### src/rtl/cache_fill_arbiter_pkg.sv
// +----------------------------------------------------------------------------+
// | cache_fill_arbiter_pkg : shared encodings for the cache fill arbiter        |
// | Revision 1.0                                                                |
// +----------------------------------------------------------------------------+
`default_nettype none

package cache_fill_arbiter_pkg;

  localparam logic [1:0] ST_IDLE  = 2'd0;
  localparam logic [1:0] ST_WRITE = 2'd1;
  localparam logic [1:0] ST_FILL  = 2'd2;
  localparam logic [1:0] ST_DONE  = 2'd3;

  localparam logic OWNER_I = 1'b0;
  localparam logic OWNER_D = 1'b1;

  // Byte-offset bits within a block of 16-bit words.
  function automatic int blk_offset_bits(input int blk_words);
    return $clog2(blk_words * 2);
  endfunction

  localparam int BLK_OFFSET_BITS = blk_offset_bits(8);

endpackage

`default_nettype wire

### src/rtl/cache_fill_arbiter_fill_counter.sv
// +----------------------------------------------------------------------------+
// | cache_fill_arbiter_fill_counter : clearable up-counter with a last flag     |
// | Revision 1.0                                                                |
// +----------------------------------------------------------------------------+
`default_nettype none

module cache_fill_arbiter_fill_counter #(
  parameter int CNT_W    = 4,
  parameter int LAST_VAL = 7
) (
  input  logic             clk,
  input  logic             rst,
  input  logic             clr_i,
  input  logic             inc_i,
  output logic [CNT_W-1:0] count_o,
  output logic             last_o
);

  logic [CNT_W-1:0] count_q;
  logic [CNT_W-1:0] count_d;

  always_comb begin
    count_d = count_q;
    if (clr_i) begin
      count_d = '0;
    end else if (inc_i) begin
      count_d = count_q + CNT_W'(1);
    end
  end

  always_ff @(posedge clk) begin
    if (rst) begin
      count_q <= '0;
    end else begin
      count_q <= count_d;
    end
  end

  assign count_o = count_q;
  assign last_o  = (count_q == CNT_W'(LAST_VAL));

endmodule

`default_nettype wire

### src/rtl/cache_fill_arbiter.sv
// +----------------------------------------------------------------------------+
// | cache_fill_arbiter : shares the memory port between I/D refills and stores  |
// | Revision 1.0                                                                |
// +----------------------------------------------------------------------------+
`default_nettype none

module cache_fill_arbiter
  import cache_fill_arbiter_pkg::*;
#(
  parameter int ADDR_W    = 16,
  parameter int DATA_W    = 16,
  parameter int BLK_WORDS = 8
) (
  input  logic                         clk,
  input  logic                         rst,
  input  logic                         i_miss,
  input  logic [ADDR_W-1:0]            i_miss_addr,
  input  logic                         d_miss,
  input  logic [ADDR_W-1:0]            d_miss_addr,
  input  logic                         d_wr_req,
  input  logic [ADDR_W-1:0]            d_wr_addr,
  input  logic [DATA_W-1:0]            d_wr_data,
  output logic                         mem_en,
  output logic                         mem_wr,
  output logic [ADDR_W-1:0]            mem_addr,
  output logic [DATA_W-1:0]            mem_wdata,
  input  logic [DATA_W-1:0]            mem_rdata,
  input  logic                         mem_rvalid,
  output logic [DATA_W-1:0]            fill_data,
  output logic [$clog2(BLK_WORDS)-1:0] fill_idx,
  output logic                         i_fill_we,
  output logic                         d_fill_we,
  output logic                         i_fill_done,
  output logic                         d_fill_done,
  output logic                         d_wr_ack,
  output logic                         i_stall,
  output logic                         d_stall
);

  localparam int IDX_W = $clog2(BLK_WORDS);
  localparam int CNT_W = IDX_W + 1;
  localparam int OFF_W = blk_offset_bits(BLK_WORDS);
  localparam logic [ADDR_W-1:0] BASE_MASK = ~ADDR_W'((1 << OFF_W) - 1);

  logic [1:0]        state_q, state_d;
  logic              owner_q, owner_d;
  logic [ADDR_W-1:0] base_q,  base_d;

  logic [CNT_W-1:0]  issue_cnt;
  logic [CNT_W-1:0]  rcv_cnt;
  logic              issue_all;
  logic              rcv_last;
  logic              cnt_clr;
  logic              issue_go;
  logic              rcv_go;
  logic              wr_go;

  assign cnt_clr  = (state_q == ST_IDLE);
  assign wr_go    = (state_q == ST_WRITE);
  assign issue_go = (state_q == ST_FILL) && !issue_all;
  // Pulses beyond a full block are dropped rather than wrapping the index.
  assign rcv_go   = (state_q == ST_FILL) && mem_rvalid && !rcv_cnt[IDX_W];

  cache_fill_arbiter_fill_counter #(
    .CNT_W    (CNT_W),
    .LAST_VAL (BLK_WORDS)
  ) u_issue_cnt (
    .clk     (clk),
    .rst     (rst),
    .clr_i   (cnt_clr),
    .inc_i   (issue_go),
    .count_o (issue_cnt),
    .last_o  (issue_all)
  );

  cache_fill_arbiter_fill_counter #(
    .CNT_W    (CNT_W),
    .LAST_VAL (BLK_WORDS - 1)
  ) u_rcv_cnt (
    .clk     (clk),
    .rst     (rst),
    .clr_i   (cnt_clr),
    .inc_i   (rcv_go),
    .count_o (rcv_cnt),
    .last_o  (rcv_last)
  );

  always_comb begin
    state_d = state_q;
    owner_d = owner_q;
    base_d  = base_q;
    case (state_q)
      ST_IDLE: begin
        if (d_wr_req) begin
          state_d = ST_WRITE;
        end else if (d_miss) begin
          state_d = ST_FILL;
          owner_d = OWNER_D;
          base_d  = d_miss_addr & BASE_MASK;
        end else if (i_miss) begin
          state_d = ST_FILL;
          owner_d = OWNER_I;
          base_d  = i_miss_addr & BASE_MASK;
        end
      end
      ST_WRITE: state_d = ST_IDLE;
      ST_FILL:  if (rcv_go && rcv_last) state_d = ST_DONE;
      ST_DONE:  state_d = ST_IDLE;
      default:  state_d = ST_IDLE;
    endcase
  end

  always_ff @(posedge clk) begin
    if (rst) begin
      state_q <= ST_IDLE;
      owner_q <= OWNER_I;
      base_q  <= '0;
    end else begin
      state_q <= state_d;
      owner_q <= owner_d;
      base_q  <= base_d;
    end
  end

  always_comb begin
    mem_en      = wr_go | issue_go;
    mem_wr      = wr_go;
    mem_addr    = '0;
    mem_wdata   = '0;
    if (wr_go) begin
      mem_addr  = d_wr_addr;
      mem_wdata = d_wr_data;
    end else if (issue_go) begin
      mem_addr  = base_q + ADDR_W'({issue_cnt, 1'b0});
    end
    fill_data   = rcv_go ? mem_rdata : '0;
    fill_idx    = rcv_go ? rcv_cnt[IDX_W-1:0] : '0;
    i_fill_we   = rcv_go && (owner_q == OWNER_I);
    d_fill_we   = rcv_go && (owner_q == OWNER_D);
    i_fill_done = (state_q == ST_DONE) && (owner_q == OWNER_I);
    d_fill_done = (state_q == ST_DONE) && (owner_q == OWNER_D);
    d_wr_ack    = wr_go;
    i_stall     = i_miss & ~i_fill_done;
    d_stall     = (d_miss & ~d_fill_done) | (d_wr_req & ~d_wr_ack);
  end

endmodule

`default_nettype wire

### config.mk
export PLATFORM = sky130hd
export DESIGN_NAME = cache_fill_arbiter
export DESIGN_NICKNAME = d
export VERILOG_FILES = /design/src/rtl/cache_fill_arbiter_pkg.sv /design/src/rtl/cache_fill_arbiter_fill_counter.sv /design/src/rtl/cache_fill_arbiter.sv
export SDC_FILE = /design/constraint.sdc
export NUM_CORES = 1
export LEC_CHECK = 0
export ABC_AREA = 1
export BUFFER_PORTS_ARGS = -buffer_cell sky130_fd_sc_hd__clkbuf_2
export CAP_MARGIN = 5
export CORE_MARGIN = 1.5
export CORE_UTILIZATION = 41
export CTS_BUF_LIST = sky130_fd_sc_hd__clkbuf_2
export CTS_CLUSTER_DIAMETER = 200
export CTS_CLUSTER_SIZE = 40
export DETAILED_ROUTE_END_ITERATION = 16
export PLACE_DENSITY_LB_ADDON = 0.3
export SYNTH_ARGS = -nofsm -noshare
export SYNTH_HDL_FRONTEND = slang
export SYNTH_HIERARCHICAL = 1
export SYNTH_SLANG_ARGS = --single-unit
### constraint.sdc
create_clock -name clk -period 2.05 [get_ports clk]
set_input_delay 0.1025 -clock clk [delete_from_list [all_inputs] [get_ports clk]]
set_output_delay 0.1025 -clock clk [all_outputs]
set_load 0.005 [all_outputs]
[After elaboration in Yosys (flattened, before gate mapping)]
Index checks and enable logic that the tools add are counted.
Cells by class
  reductions and logical operators: 16
  add/sub/neg operators: 3
  bitwise operators: 10
  eq/ne operators: 7
  muxes and demuxes: 14
Operators with widths (number)
  16-bit two-way mux: 6
  16-bit by 5-bit adder with 16-bit output: 1
  4-bit by 1-bit adder with 4-bit output, second input constant: 2
  1-bit logical AND: 8
  2-bit two-way mux: 4
  2-bit one-hot mux with 3 select lines: 1
  1-bit NOT: 5
  2-bit equality test, second input constant: 2
  4-bit by 3-bit equality test with 1-bit output, second input constant: 1
  4-bit equality test, second input constant: 1
  4-bit inequality test, second input constant: 1
  2-bit OR reduction: 2
  1-bit AND: 3
  3-bit two-way mux: 1
  3-bit AND reduction: 1
  2-bit by 1-bit equality test with 1-bit output, second input constant: 1
  1-bit zero test: 2
  2-bit zero test: 1
  1-bit two-way mux: 2
  2-bit by 1-bit inequality test with 1-bit output, second input constant: 1
  1-bit bitwise OR: 2
  2-bit AND reduction: 1
  2-bit nonzero test: 1
Storage, ports and cells
  output and inout port bits: 60
  word-level logic and storage cells: 55
  input bits: 86
  register bits after elaboration: 27

[Logic depth before layout (Yosys ltp)]
  depth in word-level cells: 6
  depth in mapped cells: 11
  depth with buffers taken out: 10

[Modules after synthesis]
The synthesis kept the hierarchy.
Modules (own cells, without submodules)
  cache_fill_arbiter: area each 1519.0 um2, instances 1, cells an instance 294, sequential area each 300.3 um2
  cache_fill_arbiter_fill_counter (u_issue_cnt): area each 193.9 um2, instances 1, cells an instance 27, sequential area each 80.1 um2
  cache_fill_arbiter_fill_counter (u_rcv_cnt): area each 173.9 um2, instances 1, cells an instance 24, sequential area each 80.1 um2

[Worst setup path before layout]
OpenSTA, ideal clock, no wires.
  path type: register -> register
  from: reg u_issue_cnt.count_q[0], in the netlist u_issue_cnt/count_o[0]
  to: reg u_issue_cnt.count_q[3], in the netlist u_issue_cnt/count_o[3]
  data required time: 1937 ps
  library setup time: 113 ps
  setup slack: 615 ps
  period minus slack after synthesis: 1435 ps
  cell stages (with the launch flop): 12
  buffers on the path: 1
  arrival time: 1322 ps
  path through: dfxtp_1 > inv_1 > ha_1 > nand2_1 > nor2_1 > nor2_8 > buf_6 > nand2_1 > nor2_2 > nand2_1 > nand2_1 > nor2_1
Between the ends
  longest elaborated chain between the ends: 3
  elaborated cells on any way between the ends: 4
  classes of those cells: add/sub: 1; eq/ne: 1; reduce/logical: 2
Ends and longest elaborated chain
  start, declared: RTL line cache_fill_arbiter_fill_counter.sv:19  | logic [CNT_W-1:0] count_q;
  start signal, assigned: RTL line cache_fill_arbiter_fill_counter.sv:35  | count_q <= count_d;
  4-bit equality test: RTL line cache_fill_arbiter_fill_counter.sv:40  | assign last_o = (count_q == CNT_W'(LAST_VAL));
  via issue_all: RTL line cache_fill_arbiter.sv:51  | logic issue_all;
  1-bit zero test: RTL line cache_fill_arbiter.sv:60  | assign issue_go = (state_q == ST_FILL) && !issue_all;
  1-bit logical AND: RTL line cache_fill_arbiter.sv:60
  via issue_go: RTL line cache_fill_arbiter.sv:54  | logic issue_go;
The timed path passes the listed nets, and every way through them passes these cells.
A chain may end at the register's enable or synchronous reset.

[Worst setup path after layout]
  from: reg u_issue_cnt.count_q[0], in the netlist u_issue_cnt/count_o[0]
  to: out mem_addr[9]
Between the ends
  longest elaborated chain between the ends: 5
  elaborated cells on any way between the ends: 6
  classes of those cells: add/sub: 1; eq/ne: 1; mux: 2; reduce/logical: 2
Ends and longest elaborated chain
  4-bit equality test: RTL line cache_fill_arbiter_fill_counter.sv:40
  via issue_all: RTL line cache_fill_arbiter.sv:51
  1-bit zero test: RTL line cache_fill_arbiter.sv:60
  1-bit logical AND: RTL line cache_fill_arbiter.sv:60
  16-bit two-way mux: RTL line cache_fill_arbiter.sv:133  | end else if (issue_go) begin
  16-bit two-way mux: RTL line cache_fill_arbiter.sv:130  | if (wr_go) begin
  end, declared: RTL line cache_fill_arbiter.sv:25  | output logic [ADDR_W-1:0] mem_addr,
The timed path passes the listed nets, and every way through them passes these cells.

==> key figures <==
Floorplanning
  – Core area: 4380 µm²
  – Die ar.: 5020 µm²
  – I/O pin cnt: 146
  – Initial core utilization: 43.0%
  – DIE WIDTH: 70.8 µm
  – Chip Height: 70.8 µm
  – Row count: 24

Place
  – Placer congestion estimate: 0.928
  – Hpwl dp: 4140 µm
  – Port buffer count: 137

Setup path
  – Worst-path cell chain: inv_1, ha_1, nand2_1, nor2_2, nor2_8, o21ai_0, o21ai_1, clkbuf_2
  – Slowest cell on crit path: dfxtp_2
  – Critical path startpoint category: flop
  – Worst Setup Path Type: flop to output pin
  – Critical path buffer and inverter count: 2
  – CP Data Required Time: 1950 ps
  – CP arrival: 1760 ps
  – Crit path max-delay family: flip-flops
  – CP max FO: 11
  – Crit end category: output pin
  – CP peak stage delay: 430 ps

Clocking
  – Total CTS buffers: 3
  – Clk_lat worst skew: 340 ps
  – Clk root buf: clkbuf_2
  – H-tree depth: 1
  – CTS max path bufs: 2
  – Clock slew at reported path FFs: 230 ps
  – CTS tree: done
  – Clock sink count: 23

Timing
  – Hold slack final: 50.3 ps
  – Slew Viols, Final: 0
  – Clk_skew: 16.3 ps
  – Period minus WS final: 1860 ps
  – Maximum clock rate: 0.538 GHz
  – Tcrit/Tclk final: 90.6%
  – Worst-margin pin slew: 391 ps
  – RSZ-0062 raised after global routing: no
  – Hold Violations, Final: 0
  – Final Setup Violations: 0
  – Final TNS setup: 0 ps
  – Slew HR: 73.9%

Flow run
  – Max-cap violations: 0

Power and ir drop
  – Reg power frac: 47.1%
  – Net load switching power: 0.000391 W
  – Leakage: 1.60 nW
  – Clock power share: 17.0%
  – Switching Fraction: 35.8%
  – Logic pwr share: 36.0%
  – Cell area power density: 413 nW/µm²
  – Cell internal pwr: 0.000702 W
  – Max rail drop VDD: 0.254 mV

Finish
  – Most frequent cells in the layout: 140 x clkbuf_2, 92 x nand2_1, 82 x nor2_1, 56 x inv_1, 21 x o21ai_0
  – Layout cell share with drive strength beyond 1: 34.2%
  – Final net count: 572
  – Synth-to-layout area growth: 40.3%
  – Area of the multi-input gates: 1150 µm²
  – Ant. Diodes: 0
  – FILL cells: 443
  – Sequential Area: 464 µm²
  – Most common cell after layout, fill and taps aside: clkbuf_2

Yosys
  – Largest family of logic cells by synthesized area: simple AND/OR/NAND/NOR gates
  – Cells after Synth: 345
  – Syn avg cell area: 5.47 µm²
  – #FFs+latches synth: 23
  – Synth unique cells: 24
  – Post-synthesis compound-gate area fraction: 12.0%
  – Synthesized area: 1890 µm²
  – Adder-cell area share of the yosys netlist: 3.32%
  – Post-Syn Nets: 436
  – Seq/Total Area, Yosys: 24.4%
  – Synth Area in Simple Gates: 44.8%
  – XOR/XNOR share of the synthesized area: 0%
  – Area leader, netlist: dfxtp_1
  – Top-area cell type share of the netlist area: 24.4%
  – Post-synthesis mux area share: 0%
  – Yosys warning count: 6
  – Top cells by area, synth: dfxtp_1 24%, nand2_1 18%, nor2_1 17%, inv_1 11%, o21ai_0 5.6%

Routing
  – DR vias/cell: 4.53
  – DRT antenna net count: 0
  – Drt wl/cell: 9.73 µm
  – Residual DRC: 0
  – DRT Pass-1 Iters: 4
  – Post-Route WL: 5180 µm
  – Initial DRC Count: 80
  – Routed vias: 2,410

Global route
  – Vias in the first global route: 2,117
  – GRT overflow: 0
  – Antenna violations before repair: 0
  – Largest net degree at the start of global routing: 22
  – First-pass GRT wire length: 8790 µm
  – Global-route usage over all layers: 20.6%

Outcome
  – Status: finished, final reports clean

Worst hold path
  – Hold Path Class: input pin to flop
[tightest hold or removal path, stage by stage]
cell	delay, ps
clkbuf_2	70
nand2_1	40
nand2_1	50
nor2_1	40
nor2_1	80
[state kept, by name, summed over array words and instances, names as in the netlist]
name / cells
state_q: 2
base_q: 12
u_rcv_cnt/count_o: 4
u_issue_cnt/count_o: 4
owner_q: 1
[final timing paths]
check / from / endpoint / slack (ps) / cells past startpoint
worst min-delay path: i_miss_addr[11] / base_q[11] / 50 / 5
worst max-delay path: u_issue_cnt/count_o[0] / mem_addr[9] / 190 / 8
worst max register to register: u_issue_cnt/count_o[0] / u_issue_cnt/count_o[3] / 580 / 10
worst min register to register: u_issue_cnt/count_o[0] / u_issue_cnt/count_o[0] / 500 / 1
[cell type report]
cell class / instances / area share, %
clock inverters: 1 / 0.189
multi-input cells: 252 / 43.6
well taps: 52 / 2.46
repair buffers: 141 / 27.1
inverters: 60 / 8.51
clock buffers: 3 / 0.567
flip-flops and latches: 23 / 17.5
[per-layer routing]
metal | routed length [µm] | vias up | share of wire, % | track usage, %
met3 | 363 | 2 | 7.0 | 2.85
met2 | 2500 | 82 | 48 | 38.0
met4 | 25 | 0 | 0.48 | 4.19
met1 | 2290 | 1013 | 44 | 25.6
met5 | 0 | - | 0 | 0
li1 | - | 1313 | - | -
[kinds of logic after synthesis]
logic type | after synthesis
flip-flops | 23
buffers and inverters | 71
adder cells (fa/ha/maj) | 5
AND/OR/NAND/NOR | 205
AO/OA/AOI/OAI | 41
[repair_timing]
action | in CTS | in global routing
endpoints found under the hold margin | 2 | 0
setup buffers | 0 | 2
pin swaps | 1 | 1
resized for setup | 1 | 5
hold buffers | 1 | 0
gates cloned | 1 | 0
endpoints found under the setup margin | 2 | 17
[Yosys cell counts]
master / n
buf_4: 2
inv_2: 4
dfxtp_1: 23
nor2_2: 3
nor2_1: 85
nand2_1: 92
o21bai_1: 1
nor2_4: 3
clkbuf_1: 5
nand4_1: 1
o21ai_1: 2
or2_2: 2
o21ai_0: 21
nor2_8: 1
a21oi_1: 11
o22ai_1: 1
inv_1: 56
nor3_1: 3
o211ai_1: 1
nand3_1: 15
buf_2: 2
ha_1: 5
a22o_1: 4
buf_6: 2
[power groups by stage]
stage / sequential, W / clock, W / combinational [W]
after floorplan: 0.000514 / 0 / 0.000225
after global placement: 0.000522 / 0 / 0.000373
after detailed placement: 0.000522 / 0 / 0.000382
after CTS: 0.000513 / 0.000194 / 0.000391
after global routing: 0.000520 / 0.000209 / 0.000449
final: 0.000514 / 0.000185 / 0.000393
[per-stage QoR]
step                utilization, %  setup WS (ps)  cells  total power [W]  area, µm²
floorplan                        -            615    345         0.000739       1890
global placement              58.8            422    524         0.000895       2580
detailed placement            58.8            405    524         0.000904       2580
CTS                           59.8           91.5    530          0.00110       2620
global route                  60.4           12.4    532          0.00118       2650
finish                        60.4            192    532          0.00109       2650
No activity file was read; power rests on OpenSTA's default activity.
